[src/rtl/alu_uart_interface.sv]
// ============================================================================
// Module   : alu_uart_interface
// Brief    : Collects A/B/opcode bytes from UART RX, runs the ALU, sends result
// Revision : 1.0 - initial release
// ============================================================================
`default_nettype none

module alu_uart_interface #(
  parameter int NB_DATA    = 8,
  parameter int NB_OP      = 6,
  parameter int NB_TIMEOUT = 24,
  parameter int TIMEOUT    = 1000000
) (
  input  logic               i_clk,
  input  logic               i_rst_n,
  input  logic [NB_DATA-1:0] i_rx_data,
  input  logic               i_rx_done,
  input  logic [NB_DATA-1:0] i_alu_result,
  input  logic               i_tx_done,
  output logic [NB_DATA-1:0] o_data_a,
  output logic [NB_DATA-1:0] o_data_b,
  output logic [NB_OP-1:0]   o_operation,
  output logic [NB_DATA-1:0] o_tx_data,
  output logic               o_tx_start,
  output logic               o_busy,
  output logic               o_timeout
);

  localparam logic [NB_TIMEOUT-1:0] c_timeout_last = NB_TIMEOUT'(TIMEOUT - 1);

  typedef enum logic [2:0] {
    ST_IDLE    = 3'd0,
    ST_WAIT_B  = 3'd1,
    ST_WAIT_OP = 3'd2,
    ST_EXEC    = 3'd3,
    ST_WAIT_TX = 3'd4
  } state_t;

  state_t                r_state;
  state_t                w_next_state;
  logic [NB_TIMEOUT-1:0] r_cnt;
  logic [NB_DATA-1:0]    r_data_a;
  logic [NB_DATA-1:0]    r_data_b;
  logic [NB_OP-1:0]      r_operation;
  logic [NB_DATA-1:0]    r_tx_data;
  logic                  r_tx_start;
  logic                  r_timeout;
  logic                  w_waiting;
  logic                  w_expire;

  // A byte arriving on the expiring cycle wins over the timeout.
  assign w_waiting = (r_state == ST_WAIT_B) || (r_state == ST_WAIT_OP);
  assign w_expire  = w_waiting && !i_rx_done && (r_cnt == c_timeout_last);

  always_ff @(posedge i_clk or negedge i_rst_n) begin
    if (!i_rst_n) begin
      r_state <= ST_IDLE;
    end else begin
      r_state <= w_next_state;
    end
  end

  always_comb begin
    w_next_state = r_state;
    case (r_state)
      ST_IDLE: begin
        if (i_rx_done) w_next_state = ST_WAIT_B;
      end
      ST_WAIT_B: begin
        if (i_rx_done)     w_next_state = ST_WAIT_OP;
        else if (w_expire) w_next_state = ST_IDLE;
      end
      ST_WAIT_OP: begin
        if (i_rx_done)     w_next_state = ST_EXEC;
        else if (w_expire) w_next_state = ST_IDLE;
      end
      ST_EXEC: begin
        w_next_state = ST_WAIT_TX;
      end
      ST_WAIT_TX: begin
        if (i_tx_done) w_next_state = ST_IDLE;
      end
      default: begin
        w_next_state = ST_IDLE;
      end
    endcase
  end

  // Counter only advances while a partial frame is pending; any exit or entry clears it.
  always_ff @(posedge i_clk or negedge i_rst_n) begin
    if (!i_rst_n) begin
      r_cnt <= '0;
    end else if (w_waiting && !i_rx_done && (r_cnt != c_timeout_last)) begin
      r_cnt <= r_cnt + NB_TIMEOUT'(1);
    end else begin
      r_cnt <= '0;
    end
  end

  always_ff @(posedge i_clk or negedge i_rst_n) begin
    if (!i_rst_n) begin
      r_data_a    <= '0;
      r_data_b    <= '0;
      r_operation <= '0;
      r_tx_data   <= '0;
      r_tx_start  <= 1'b0;
      r_timeout   <= 1'b0;
    end else begin
      if ((r_state == ST_IDLE) && i_rx_done)    r_data_a    <= i_rx_data;
      if ((r_state == ST_WAIT_B) && i_rx_done)  r_data_b    <= i_rx_data;
      if ((r_state == ST_WAIT_OP) && i_rx_done) r_operation <= i_rx_data[NB_OP-1:0];
      if (r_state == ST_EXEC)                   r_tx_data   <= i_alu_result;
      r_tx_start <= (r_state == ST_EXEC);
      r_timeout  <= w_expire;
    end
  end

  generate
    if (NB_OP < NB_DATA) begin : g_unused_bits
      logic w_unused_rx_bits;
      assign w_unused_rx_bits = ^i_rx_data[NB_DATA-1:NB_OP];
    end
  endgenerate

  assign o_data_a    = r_data_a;
  assign o_data_b    = r_data_b;
  assign o_operation = r_operation;
  assign o_tx_data   = r_tx_data;
  assign o_tx_start  = r_tx_start;
  assign o_timeout   = r_timeout;
  assign o_busy      = (r_state != ST_IDLE);

endmodule

`default_nettype wire
[config.mk]
export PLATFORM = sky130hd
export DESIGN_NAME = alu_uart_interface
export DESIGN_NICKNAME = d
export VERILOG_FILES = /design/src/rtl/alu_uart_interface.sv
export SDC_FILE = /design/constraint.sdc
export NUM_CORES = 1
export LEC_CHECK = 0
export BUFFER_PORTS_ARGS = -buffer_cell sky130_fd_sc_hd__buf_2
export CORE_MARGIN = 3
export CORE_UTILIZATION = 58
export CTS_CLUSTER_DIAMETER = 40
export CTS_CLUSTER_SIZE = 40
export DETAILED_ROUTE_END_ITERATION = 10
export PLACE_DENSITY_LB_ADDON = 0.08
export SYNTH_ARGS = -nofsm -noshare
export SYNTH_HDL_FRONTEND = slang
export SYNTH_SLANG_ARGS = --single-unit
[constraint.sdc]
create_clock -name i_clk -period 3.6 [get_ports i_clk]
set_clock_uncertainty 0.15 [all_clocks]
set_input_delay 0.36 -clock i_clk [delete_from_list [all_inputs] [get_ports i_clk]]
set_output_delay 0.36 -clock i_clk [all_outputs]
set_load 0.1 [all_outputs]
Word-level counts from Yosys, hierarchy flattened
Index checks and enable logic that the tools add are counted.
{"block": "totals", "register_bits": 59, "in_bits": 20, "out_inout_bits": 33, "word_cells": 35}
{"block": "classes", "add_sub_neg": 1, "eq_ne": 8, "muxes": 7, "n_reduce_logical": 11}
{"operator": "24-bit by 1-bit adder with 24-bit output, second input constant", "count": 1}
{"operator": "24-bit by 20-bit equality test with 1-bit output, second input constant", "count": 1}
{"operator": "24-bit two-way mux", "count": 1}
{"operator": "24-bit by 20-bit inequality test with 1-bit output, second input constant", "count": 1}
{"operator": "3-bit two-way mux", "count": 5}
{"operator": "3-bit case mux with 5 select lines", "count": 1}
{"operator": "3-bit by 2-bit equality test with 1-bit output, second input constant", "count": 2}
{"operator": "1-bit logical AND", "count": 6}
{"operator": "2-bit inequality test, second input constant", "count": 2}
{"operator": "3-bit by 1-bit equality test with 1-bit output, second input constant", "count": 1}
{"operator": "3-bit equality test, second input constant", "count": 1}
{"operator": "3-bit zero test", "count": 1}
{"operator": "3-bit nonzero test", "count": 1}
{"operator": "2-bit AND reduction", "count": 1}
{"operator": "1-bit zero test", "count": 1}
{"operator": "1-bit logical OR", "count": 1}

Depth between registers and ports, before layout
{"block": "depth", "word_depth": 7, "mapped_depth": 6, "ltp_nobuf": 5}

Least setup slack after synthesis
No wires, ideal clock.
{"block": "synth_path", "kind": "register to register", "from": "register r_cnt[0]", "to": "register r_cnt[20]", "setup_time_ps": 78, "arrival_ps": 1937, "required_ps": 3372, "slack_ps": 1435, "path_stages_with_launch": 7, "period_less_slack_ps": 2165, "path_cell_list": "dfrtp_1 -> ha_1 -> inv_1 -> or4_4 -> buf_6 -> or4_1 -> a21oi_1"}
{"block": "synth_between", "elab_chain_len": 3, "word_cells_on_any_way": 4}
{"element": "start, declared", "line_no": "41", "rtl": "logic [NB_TIMEOUT-1:0] r_cnt;"}
{"element": "start signal, assigned", "line_no": "94", "rtl": "r_cnt <= r_cnt + NB_TIMEOUT'(1);"}
{"element": "parallel branches: the longest is 2 deep, another holds 24-bit by 1-bit adder with 24-bit output"}
{"element": "24-bit two-way mux (*)", "line_no": "93", "rtl": "end else if (w_waiting && !i_rx_done && (r_cnt != c_timeout_last)) begin"}
Mark *: on every way between the ends.
A chain may end at the register's enable or synchronous reset.

Worst setup path after layout
{"block": "layout_path", "from": "register r_cnt[7]", "to": "register r_cnt[6]"}
{"block": "layout_between", "elab_chain_len": 3}
{"element": "24-bit by 20-bit inequality test with 1-bit output", "line_no": "93"}
{"element": "1-bit logical AND", "line_no": "93"}
{"element": "24-bit two-way mux", "line_no": "93"}
No other way between the ends.

==> impl_results.md <==
* Overall Global Routing Usage at 21.7%
* Overflow after GRT at 0
* Adder-Cell Fraction of Synth Area at 0.482%
* # port buffers at 52
* Worst min path class: in -> reg
* Compound-Gate Fraction of Synth Area at 5.54%
* Post-Synth Simple-Gate Area at 21.8%
* Commonest non-fill, non-tap cell in the layout: dfrtp_1
* Placed insts at 328
* Top cell type's share of synthesized area at 56.9%
* Avg Cell Area, Syn at 11.2 um2
* Worst-Skew Late Latency at 0.33 ns
* Mapped Area at 2590 um2
* Most frequent cells in the layout: dfrtp_1 (59), buf_2 (52), nand2_1 (33)
* Worst Setup SP: r_cnt[7]
* R2r setup slk at 1.32 ns
* DRT antenna net count at 0
* Area Growth Syn to Fin at 19.7%
* # rows at 23
* Critical Path RT at 3.66 ns
* Critical path launch point type: flip-flop
* Worst endpoint data arrival time at 2.35 ns
* Max cap viols at 0
* Tmin final at 2.28 ns
* Post-synthesis sequential area ratio at 56.9%
* Max FO, Critical Path at 18
* Routed wire length at 5.16 mm
* Finished Layout Cells at 345
* Yosys reg bits at 59
* Hold wc startpoint: i_alu_result[4]
* Mux contribution to synthesized area at 9.55%
* Rel. slew slack at 48.9%
* Crit. End Element: flip-flop
* CTS tree: done
* Initial antenna violation count at 0
* Die X at 72.9 um
* First-pass DRT Iterations at 4
* Nets@finish at 311
* Distinct cell type count after synthesis at 35
* Largest net degree at the start of global routing at 34
* Final setup violation count at 0
* Placed instance area at 2900 um2
* Core Box Area at 4140 um2
* DRC viols at 0
* Initial Utilization at 62.6%
* Fmax at 438 MHz
* H-tree levels at 3
* Post-synthesis cell count at 231
* Die Height at 72.9 um
* Clk root buf: clkbuf_8
* Xor-xnor portion of the synthesized cell area at 4.05%
* Clock Pin Slew Worst Setup and Hold Paths at 0.06 ns
* Diode count at 0
* Setup TNS at 0 ns
* Tcrit/Tclk final at 63.4%
* Mean routed wirelength per cell at 15.0 um
* Syn_nets at 252
* TritonCTS buffer count at 9
* Layout cells sized above 1 at 35.3%
* Vias in the first global route at 1918
* Status: finished, final reports clean
* IO Pins at 53
* Unrepaired setup endpoints after global routing: false
* Largest family of logic cells by synthesized area: simple AND/OR/NAND/NOR gates
* Post-CTS setup repair buffer count at 0
* Starting DRT DRC Count at 127
* Area contributors post-synth: dfrtp_1 (57%), mux2_2 (9.5%), nand2_1 (4.8%)
* Post-CTS Resized at 0
* CTS sink cnt at 59
* Ys Warns at 0
* Vias per cell at 5.71
* Final Hold Fails at 0
* Actual slew at the worst max-slew pin at 0.763 ns
* CP Class: reg -> reg
* Max Slew Vio Count at 0
* Die ar. at 5310 um2
* Via Count at 1970
* Cell taking the most area after synthesis: dfrtp_1
* Design area at 3110 um2
* RePlAce Congestion at 0.820
* FF-to-FF Start: r_cnt[7]
* CTS max path bufs at 2
* Final HPWL DP at 3.63 mm
* First-pass GRT wire length at 8.77 mm
-- path summary, 6_finish.rpt --
check	to	cells after the start
max reg2reg	r_cnt[6]	5
min in group asynchronous	r_cnt[13]	2
min reg2reg	o_tx_data[0]	2
min	o_tx_data[4]	3
max	r_cnt[6]	5
max in group asynchronous	o_data_a[7]	3
-- flip-flops by register name, indices dropped and copies added (netlist names) --
name,cells
o_timeout,1
o_operation,6
o_data_a,8
r_state,3
r_cnt,24
o_data_b,8
o_tx_data,8
o_tx_start,1
-- cells in the mapped netlist --
cell       n
dfrtp_1   59
nand2_1   33
mux2_2    22
nor2_1    16
a21oi_1   11
nand3_1    9
nand4_1    7
o31ai_1    7
o21ai_0    6
or3_1      6
or4_1      6
xnor2_1    6
xor2_1     6
clkbuf_1   5
nor3_1     4
nor4_1     3
or3_2      3
and4_1     2
nand2b_1   2
nor3_2     2
or4b_2     2
and3_1     1
and4_2     1
buf_2      1
buf_6      1
clkinv_1   1
ha_1       1
inv_1      1
nand3_4    1
nand3b_1   1
nand4_2    1
nor2b_1    1
nor4b_1    1
o22ai_1    1
or4_4      1
-- cells by family after synthesis --
kind of cell	Yosys count
AOI/OAI and AO/OA	25
xor gates and xnor gates	12
adders and majority gates	1
buffers and inverters	9
DFF	59
muxes	22
and+or+nand+nor	103
-- worst max-delay path: stages, from the launching register on --
cell     delay [ns]
dfrtp_1        0.44
nor4b_1        0.43
nand4_1        0.21
o31ai_2        0.54
buf_4          0.32
nor2_1         0.08
-- routing by layer --
metal | global-route usage, % | up-vias | wire length, um
li1 | - | 949 | -
met2 | 33.4 | 45 | 2510
met3 | 6.75 | 8 | 252
met5 | 0 | - | 0
met4 | 8.61 | 0 | 59
met1 | 28.8 | 968 | 2340
-- layout make-up --
type                            count  area [um2]
Fill cell                         313        1040
Timing Repair Buffer               55         285
Clock buffer                       10         138
Clock inverter                      6        55.1
Tap cell                           50        62.6
Sequential cell                    59        1480
Inverter                            2        7.51
Multi-Input combinational cell    163        1080
-- repair_timing --
item | in CTS | in global routing
endpoints found under the hold margin | 32 | 0
hold buffers | 1 | 0
setup endpoints to repair | 0 | 0
-- per-stage QoR --
step	util [%]	setup WS (ns)	hold WS, ns
after floorplan	-	1.43	-0.0856
after global placement	70.0	1.39	0.300
after detailed placement	70.0	1.35	0.298
after CTS	74.9	1.33	0.0535
after global routing	74.9	1.20	0.0712
final	74.9	1.32	0.0645
Power is not shown: default switching activity piles up to over one toggle a cycle in this logic, so the estimate is an artifact.
